<file path="config.mk">
export PLATFORM = sky130hd
export DESIGN_NAME = keypad_scanner
export DESIGN_NICKNAME = d
export VERILOG_FILES = /design/src/rtl/keypad_pkg.sv /design/src/rtl/sync_2ff.sv /design/src/rtl/keypad_scanner.sv
export SDC_FILE = /design/constraint.sdc
export NUM_CORES = 1
export LEC_CHECK = 0
export CORE_MARGIN = 4
export CORE_UTILIZATION = 55
export CTS_CLUSTER_SIZE = 30
export DETAILED_ROUTE_END_ITERATION = 12
export HOLD_SLACK_MARGIN = 0.06
export PLACE_DENSITY_LB_ADDON = 0.08
export SLEW_MARGIN = 5
export SYNTH_ARGS = -nofsm -noshare
export SYNTH_HDL_FRONTEND = slang
export SYNTH_SLANG_ARGS = --single-unit
</file>
<file path="constraint.sdc">
create_clock -name i_Clk -period 2.1 [get_ports i_Clk]
set_input_delay 0.42 -clock i_Clk [delete_from_list [all_inputs] [get_ports i_Clk]]
set_output_delay 0.42 -clock i_Clk [all_outputs]
set_load 0.03 [all_outputs]
</file>
<file path="src/rtl/keypad_pkg.sv">
// rtl/keypad_pkg.sv - shared state encoding, key legend and helpers for keypad_scanner
package keypad_pkg;

    typedef enum logic [1:0] {
        ST_SCAN     = 2'd0,
        ST_DEBOUNCE = 2'd1,
        ST_HELD     = 2'd2,
        ST_RELEASE  = 2'd3
    } state_e;

    localparam logic [3:0] COL_RESET = 4'b1110;

    // Indexed by {row, col}; '*' reports as 0xE and '#' as 0xF
    localparam logic [3:0] KEY_LEGEND [16] = '{
        4'h1, 4'h2, 4'h3, 4'hA,
        4'h4, 4'h5, 4'h6, 4'hB,
        4'h7, 4'h8, 4'h9, 4'hC,
        4'hE, 4'h0, 4'hF, 4'hD
    };

    function automatic logic [1:0] col_index(input logic [3:0] col_n);
        case (col_n)
            4'b1110: col_index = 2'd0;
            4'b1101: col_index = 2'd1;
            4'b1011: col_index = 2'd2;
            default: col_index = 2'd3;
        endcase
    endfunction

    function automatic logic [1:0] lowest_low_row(input logic [3:0] rows);
        if (!rows[0])      lowest_low_row = 2'd0;
        else if (!rows[1]) lowest_low_row = 2'd1;
        else if (!rows[2]) lowest_low_row = 2'd2;
        else               lowest_low_row = 2'd3;
    endfunction

endpackage

</file>
<file path="src/rtl/sync_2ff.sv">
// rtl/sync_2ff.sv - two-flop synchronizer for asynchronous inputs, parameterised width
module sync_2ff #(
    parameter int              WIDTH     = 1,
    parameter logic [WIDTH-1:0] RESET_VAL = '0
) (
    input  logic             i_Clk,
    input  logic             i_Reset,
    input  logic [WIDTH-1:0] i_D,
    output logic [WIDTH-1:0] o_Q
);

    logic [WIDTH-1:0] meta_q, meta_d;
    logic [WIDTH-1:0] sync_q, sync_d;

    always_comb begin
        meta_d = i_D;
        sync_d = meta_q;
    end

    always_ff @(posedge i_Clk) begin
        if (i_Reset) begin
            meta_q <= RESET_VAL;
            sync_q <= RESET_VAL;
        end else begin
            meta_q <= meta_d;
            sync_q <= sync_d;
        end
    end

    assign o_Q = sync_q;

endmodule

</file>
<file path="src/rtl/keypad_scanner.sv">
// rtl/keypad_scanner.sv - 4x4 matrix keypad scanner with debounce; KEYPAD_REPEAT_EN adds auto-repeat while held
module keypad_scanner
    import keypad_pkg::*;
#(
    parameter int CLKS_PER_COL  = 250,
    parameter int DEBOUNCE_CLKS = 250000,
    parameter int REPEAT_CLKS   = 12500000
) (
    input  logic       i_Clk,
    input  logic       i_Reset,
    input  logic [3:0] i_Row,
    output logic [3:0] o_Col,
    output logic [3:0] o_Key,
    output logic       o_Key_DV,
    output logic       o_Key_Held
);

    localparam int CNT_MAX = (DEBOUNCE_CLKS > CLKS_PER_COL) ? DEBOUNCE_CLKS : CLKS_PER_COL;
    localparam int CW      = $clog2(CNT_MAX);

    if (CLKS_PER_COL < 4) begin : g_bad_settle
        $error("CLKS_PER_COL must be >= 4");
    end
    if (DEBOUNCE_CLKS < 2 || REPEAT_CLKS < 2) begin : g_bad_intervals
        $error("DEBOUNCE_CLKS and REPEAT_CLKS must be >= 2");
    end

    logic [3:0]    row_s;
    state_e        state_q, state_d;
    logic [CW-1:0] cnt_q, cnt_d;
    logic [3:0]    col_q, col_d;
    logic [1:0]    row_sel_q, row_sel_d;
    logic [3:0]    key_q, key_d;
    logic          dv_q, dv_d;
    logic          held_q, held_d;
    logic          latched_high;
`ifdef KEYPAD_REPEAT_EN
    localparam int RW = $clog2(REPEAT_CLKS);
    logic [RW-1:0] rpt_q, rpt_d;
`endif

    sync_2ff #(
        .WIDTH     (4),
        .RESET_VAL (4'hF)
    ) u_row_sync (
        .i_Clk   (i_Clk),
        .i_Reset (i_Reset),
        .i_D     (i_Row),
        .o_Q     (row_s)
    );

    assign latched_high = row_s[row_sel_q];

    always_comb begin
        state_d   = state_q;
        cnt_d     = cnt_q;
        col_d     = col_q;
        row_sel_d = row_sel_q;
        key_d     = key_q;
        dv_d      = 1'b0;
        held_d    = held_q;
`ifdef KEYPAD_REPEAT_EN
        rpt_d     = rpt_q;
`endif
        unique case (state_q)
            ST_SCAN: begin
                if (cnt_q == CW'(CLKS_PER_COL - 1)) begin
                    cnt_d = '0;
                    if (row_s != 4'hF) begin
                        row_sel_d = lowest_low_row(row_s);
                        state_d   = ST_DEBOUNCE;
                    end else begin
                        col_d = {col_q[2:0], col_q[3]};
                    end
                end else begin
                    cnt_d = cnt_q + 1'b1;
                end
            end
            ST_DEBOUNCE: begin
                // A bounce retries the same column from a fresh settle period
                if (latched_high) begin
                    cnt_d   = '0;
                    state_d = ST_SCAN;
                end else if (cnt_q == CW'(DEBOUNCE_CLKS - 1)) begin
                    cnt_d   = '0;
                    key_d   = KEY_LEGEND[{row_sel_q, col_index(col_q)}];
                    dv_d    = 1'b1;
                    held_d  = 1'b1;
                    state_d = ST_HELD;
`ifdef KEYPAD_REPEAT_EN
                    rpt_d   = '0;
`endif
                end else begin
                    cnt_d = cnt_q + 1'b1;
                end
            end
            ST_HELD: begin
                if (latched_high) begin
                    cnt_d   = '0;
                    state_d = ST_RELEASE;
`ifdef KEYPAD_REPEAT_EN
                    rpt_d   = '0;
                end else if (rpt_q == RW'(REPEAT_CLKS - 1)) begin
                    rpt_d = '0;
                    dv_d  = 1'b1;
                end else begin
                    rpt_d = rpt_q + 1'b1;
`endif
                end
            end
            ST_RELEASE: begin
                if (!latched_high) begin
                    state_d = ST_HELD;
`ifdef KEYPAD_REPEAT_EN
                    rpt_d   = '0;
`endif
                end else if (cnt_q == CW'(DEBOUNCE_CLKS - 1)) begin
                    cnt_d   = '0;
                    held_d  = 1'b0;
                    col_d   = {col_q[2:0], col_q[3]};
                    state_d = ST_SCAN;
                end else begin
                    cnt_d = cnt_q + 1'b1;
                end
            end
            default: state_d = ST_SCAN;
        endcase
    end

    always_ff @(posedge i_Clk) begin
        if (i_Reset) begin
            state_q   <= ST_SCAN;
            cnt_q     <= '0;
            col_q     <= COL_RESET;
            row_sel_q <= 2'd0;
            key_q     <= 4'h0;
            dv_q      <= 1'b0;
            held_q    <= 1'b0;
`ifdef KEYPAD_REPEAT_EN
            rpt_q     <= '0;
`endif
        end else begin
            state_q   <= state_d;
            cnt_q     <= cnt_d;
            col_q     <= col_d;
            row_sel_q <= row_sel_d;
            key_q     <= key_d;
            dv_q      <= dv_d;
            held_q    <= held_d;
`ifdef KEYPAD_REPEAT_EN
            rpt_q     <= rpt_d;
`endif
        end
    end

    assign o_Col      = col_q;
    assign o_Key      = key_q;
    assign o_Key_DV   = dv_q;
    assign o_Key_Held = held_q;

endmodule
</file>
==> reports/metrics.yaml <==
dr_total_vias: 1617
cts_buffers: 5
fin_tns_setup_ns: 0
cts.sinks: 40
drc_errors: 0
combPwrFrac_pct: 4.9
drt_iter0_drc: 120
synthArstFlopShare_pct: 0
detailed_place_hpwl_um: 2990
post_cts_buffers: 0
wl_met2_um: 1950
worst_setup_path_start_kind: "flop"
slew_viol_final: 0
peakVddDrop_v: 0.000425
p_seq_share_pct: 58.6
placed_area_um2: 2240
worstHoldPathCells: 1
powerDensity_nw_per_um2: 572
cts_resized: 0
cp.arrival_ns: 2.20
clock.fmax_mhz: 506
routed-wl-met3_um: 204
grt_max_degree: 23
clockBufferDepth: 2
p_int_w: 0.00103
cts-root-buf: "clkbuf_8"
cp-end-kind: "flop"
synth_area_um2: 2030
diodes: 0
dr.pass1.iters: 4
critPathMaxStageDelay_ns: 0.43
die_x_um: 68.7
status: "finished, final reports clean"
area_growth_pct: 15.2
syn_nets: 230
start_util_pct: 59.0
avgViaCountPerCell: 5.67
ioPinCount: 16
fin_crit_sh_pct: 94.1
yosys_warnings: 0
relSlewSlack_pct: 68.2
grt_pass1_wl_um: 7050
path_clk_slew_ns: 0.08
synth_flop_cell: "dfxtp_1"
cts_hold_buf: 0
r2r_end: "o_Col[2]$_SDFFE_PP1P_"
maxCapViolCount: 0
r2r_start: "cnt_q[0]$_SDFFE_PP0P_"
std_cell_rows: 21
grt_pass1_vias: 1612
cts_max_level: 2
period_minus_slack_ns: 1.98
cts_tree: "done"
io_buffers: 15
gp_congestion: 0.853
synth-seq-cells: 40
synth_edf_count: 0
hp-class: "reg -> reg"
cpMaxStageDelayCell: "or3b_4"
path_cells: "ha_2 -> nand3_1 -> nor3_2 -> or3b_4 -> o31ai_4 -> mux2i_1"
rrSetupSlack_ns: 0.12
routed_wl_um: 3960
dpl.cell_count: 278
drtAntennaViolNets: 0
p_clk_share_pct: 36.4
final_cell_area_um2: 2340
core_area_um2: 3440
avgSynthCellArea_um2: 9.31
ys_seq_area_share_pct: 39.5
layout-drive-gt1-share_pct: 17.2
final_cells: 285
finalPower_w: 0.00134
cp_num_buf_inv: 0
required_ns: 2.32
wl_met1_um: 1730
final_util_pct: 67.9
wl_per_cell_um: 13.9
synth_top_area_cell: "dfxtp_1"
antenna_found_initial: 0
yosysTopAreaCellShare_pct: 39.5
reg2reg_depth: 6
cp_top_family: "simple AND/OR/NAND/NOR gates"
grt-ovfl-total: 0
die_area_um2: 4730
p_leak_nw: 0.922
setup_viol: 0
nets: 251
grtUsageTotal_pct: 20.1
p_sw_w: 0.000307
worstSetupPathType: "reg -> reg"
die_h_um: 68.7
rsz0062_at_grt: "no"
synthDistinctLibCells: 51
top_layer: "met4"
clk_latency_ns: 0.30
path_max_fanout: 5
syn_inst: 218
yosys-top-cells-area: "dfxtp_1 (39%), xor2_1 (5.6%), mux2i_1 (5.4%)"
hold_viol: 0
switching_share_pct: 23.0
finClkSkew_ns: 0.00759
min_to: "u_row_sync.o_Q[0]$_SDFF_PP1_"
hold_start: "u_row_sync.meta_q[0]$_SDFF_PP1_"
tightest_slew_ns: 0.473
-- flip-flops by register name, indices dropped and copies added, names as in the netlist, named ones only --
name               count
cnt_q                 18
o_Col                  4
o_Key                  4
u_row_sync.meta_q      4
u_row_sync.o_Q         4
row_sel_q              2
o_Key_DV               1
o_Key_Held             1
state_q                1
-- layer usage --
| layer | vias to the layer above | global-route usage, % |
|---|---|---|
| li1 | 809 | - |
| met1 | 760 | 24.0 |
| met2 | 41 | 34.1 |
| met3 | 7 | 4.38 |
| met4 | 0 | 9.25 |
| met5 | - | 0 |
-- how the worst max path moves through the flow --
stage | cells past startpoint | slack (ns) | start | to
2_1_floorplan | 8 | 0.15 | o_Col[0]$_SDFFE_PP0P_ | o_Key[1]$_SDFFE_PP0P_
4_1_cts | 6 | 0.06 | cnt_q[0]$_SDFFE_PP0P_ | o_Col[2]$_SDFFE_PP1P_
6_report | 6 | 0.12 | cnt_q[0]$_SDFFE_PP0P_ | o_Col[2]$_SDFFE_PP1P_
3_3_place_gp | 6 | 0.19 | cnt_q[0]$_SDFFE_PP0P_ | o_Col[3]$_SDFFE_PP1P_
5_1_grt | 5 | 0.004 | cnt_q[7]$_SDFFE_PP0P_ | o_Col[2]$_SDFFE_PP1P_
3_5_place_dp | 6 | 0.08 | cnt_q[0]$_SDFFE_PP0P_ | o_Col[2]$_SDFFE_PP1P_
-- cell type report --
| class | count | area [µm²] |
|---|---|---|
| clock buffer | 5 | 68.8 |
| inverter | 10 | 37.5 |
| clock inverter | 2 | 12.5 |
| sequential | 40 | 805 |
| tap | 46 | 57.6 |
| timing repair buffer | 20 | 188 |
| multi-input combinational | 162 | 1170 |
| fill | 292 | 1100 |
-- kinds of logic after synthesis --
| logic type | after synthesis | share of synthesized area (%) |
|---|---|---|
| AOI/OAI and AO/OA | 29 | 11.4 |
| adders and majority gates | 6 | 3.70 |
| xor gates and xnor gates | 15 | 6.47 |
| muxes | 14 | 8.20 |
| DFF | 40 | 39.5 |
| and+or+nand+nor | 98 | 27.3 |
| buffers and inverters | 16 | 3.45 |
-- cell usage in the layout, fill, tap and decap left out, types with 2 or more instances in the layout --
cell type / Yosys / final
dfxtp_2: 0 / 3
nor2b_1: 2 / 2
o211a_1: 3 / 3
nand2_1: 13 / 13
and3_1: 2 / 2
mux4_2: 2 / 2
dfxtp_1: 40 / 37
o2111ai_1: 2 / 2
or3_1: 2 / 2
buf_4: 2 / 5
xor2_1: 13 / 13
and4_2: 2 / 2
o221ai_1: 2 / 2
clkbuf_8: 0 / 5
nand3_1: 12 / 12
clkdlybuf4s50_1: 0 / 15
nor3b_1: 2 / 2
inv_1: 9 / 9
mux2i_1: 11 / 11
a21oi_2: 1 / 2
o31ai_1: 2 / 2
o311ai_1: 2 / 2
or2_2: 10 / 10
nand4_1: 5 / 5
and4_1: 2 / 2
and4b_1: 2 / 2
ha_1: 6 / 5
a211oi_1: 2 / 2
xnor2_1: 2 / 2
a21oi_1: 5 / 4
o21ai_1: 2 / 2
nand2b_1: 3 / 3
o21ai_0: 3 / 3
nor2_1: 29 / 29
-- synthesized netlist by cell type, drive strengths merged (3+ instances only) --
master / count
dfxtp: 40
nor2: 30
nand2: 13
xor2: 13
nand3: 12
mux2i: 11
or2: 10
inv: 9
a21oi: 6
ha: 6
nand4: 5
o21ai: 5
and4: 4
buf: 4
o31ai: 4
nand2b: 3
o211a: 3
-- through the flow --
step                worst slack [ns]  hold slack, ns
CTS                           0.0596           0.415
finish                         0.124           0.411
global route                 0.00437           0.427
detailed placement            0.0812           0.396
global placement               0.190           0.393
floorplan                      0.150           0.389
-- power by group through the flow --
| stage | clock (W) | sequential [W] | combinational [W] |
|---|---|---|---|
| global route | 0.000536 | 0.000787 | 0.0000752 |
| floorplan | 0 | 0.000802 | 0.0000388 |
| detailed placement | 0 | 0.000801 | 0.0000664 |
| finish | 0.000487 | 0.000784 | 0.0000662 |
| global placement | 0 | 0.000800 | 0.0000642 |
| CTS | 0.000503 | 0.000783 | 0.0000665 |
(Power assumes the default switching activity.)
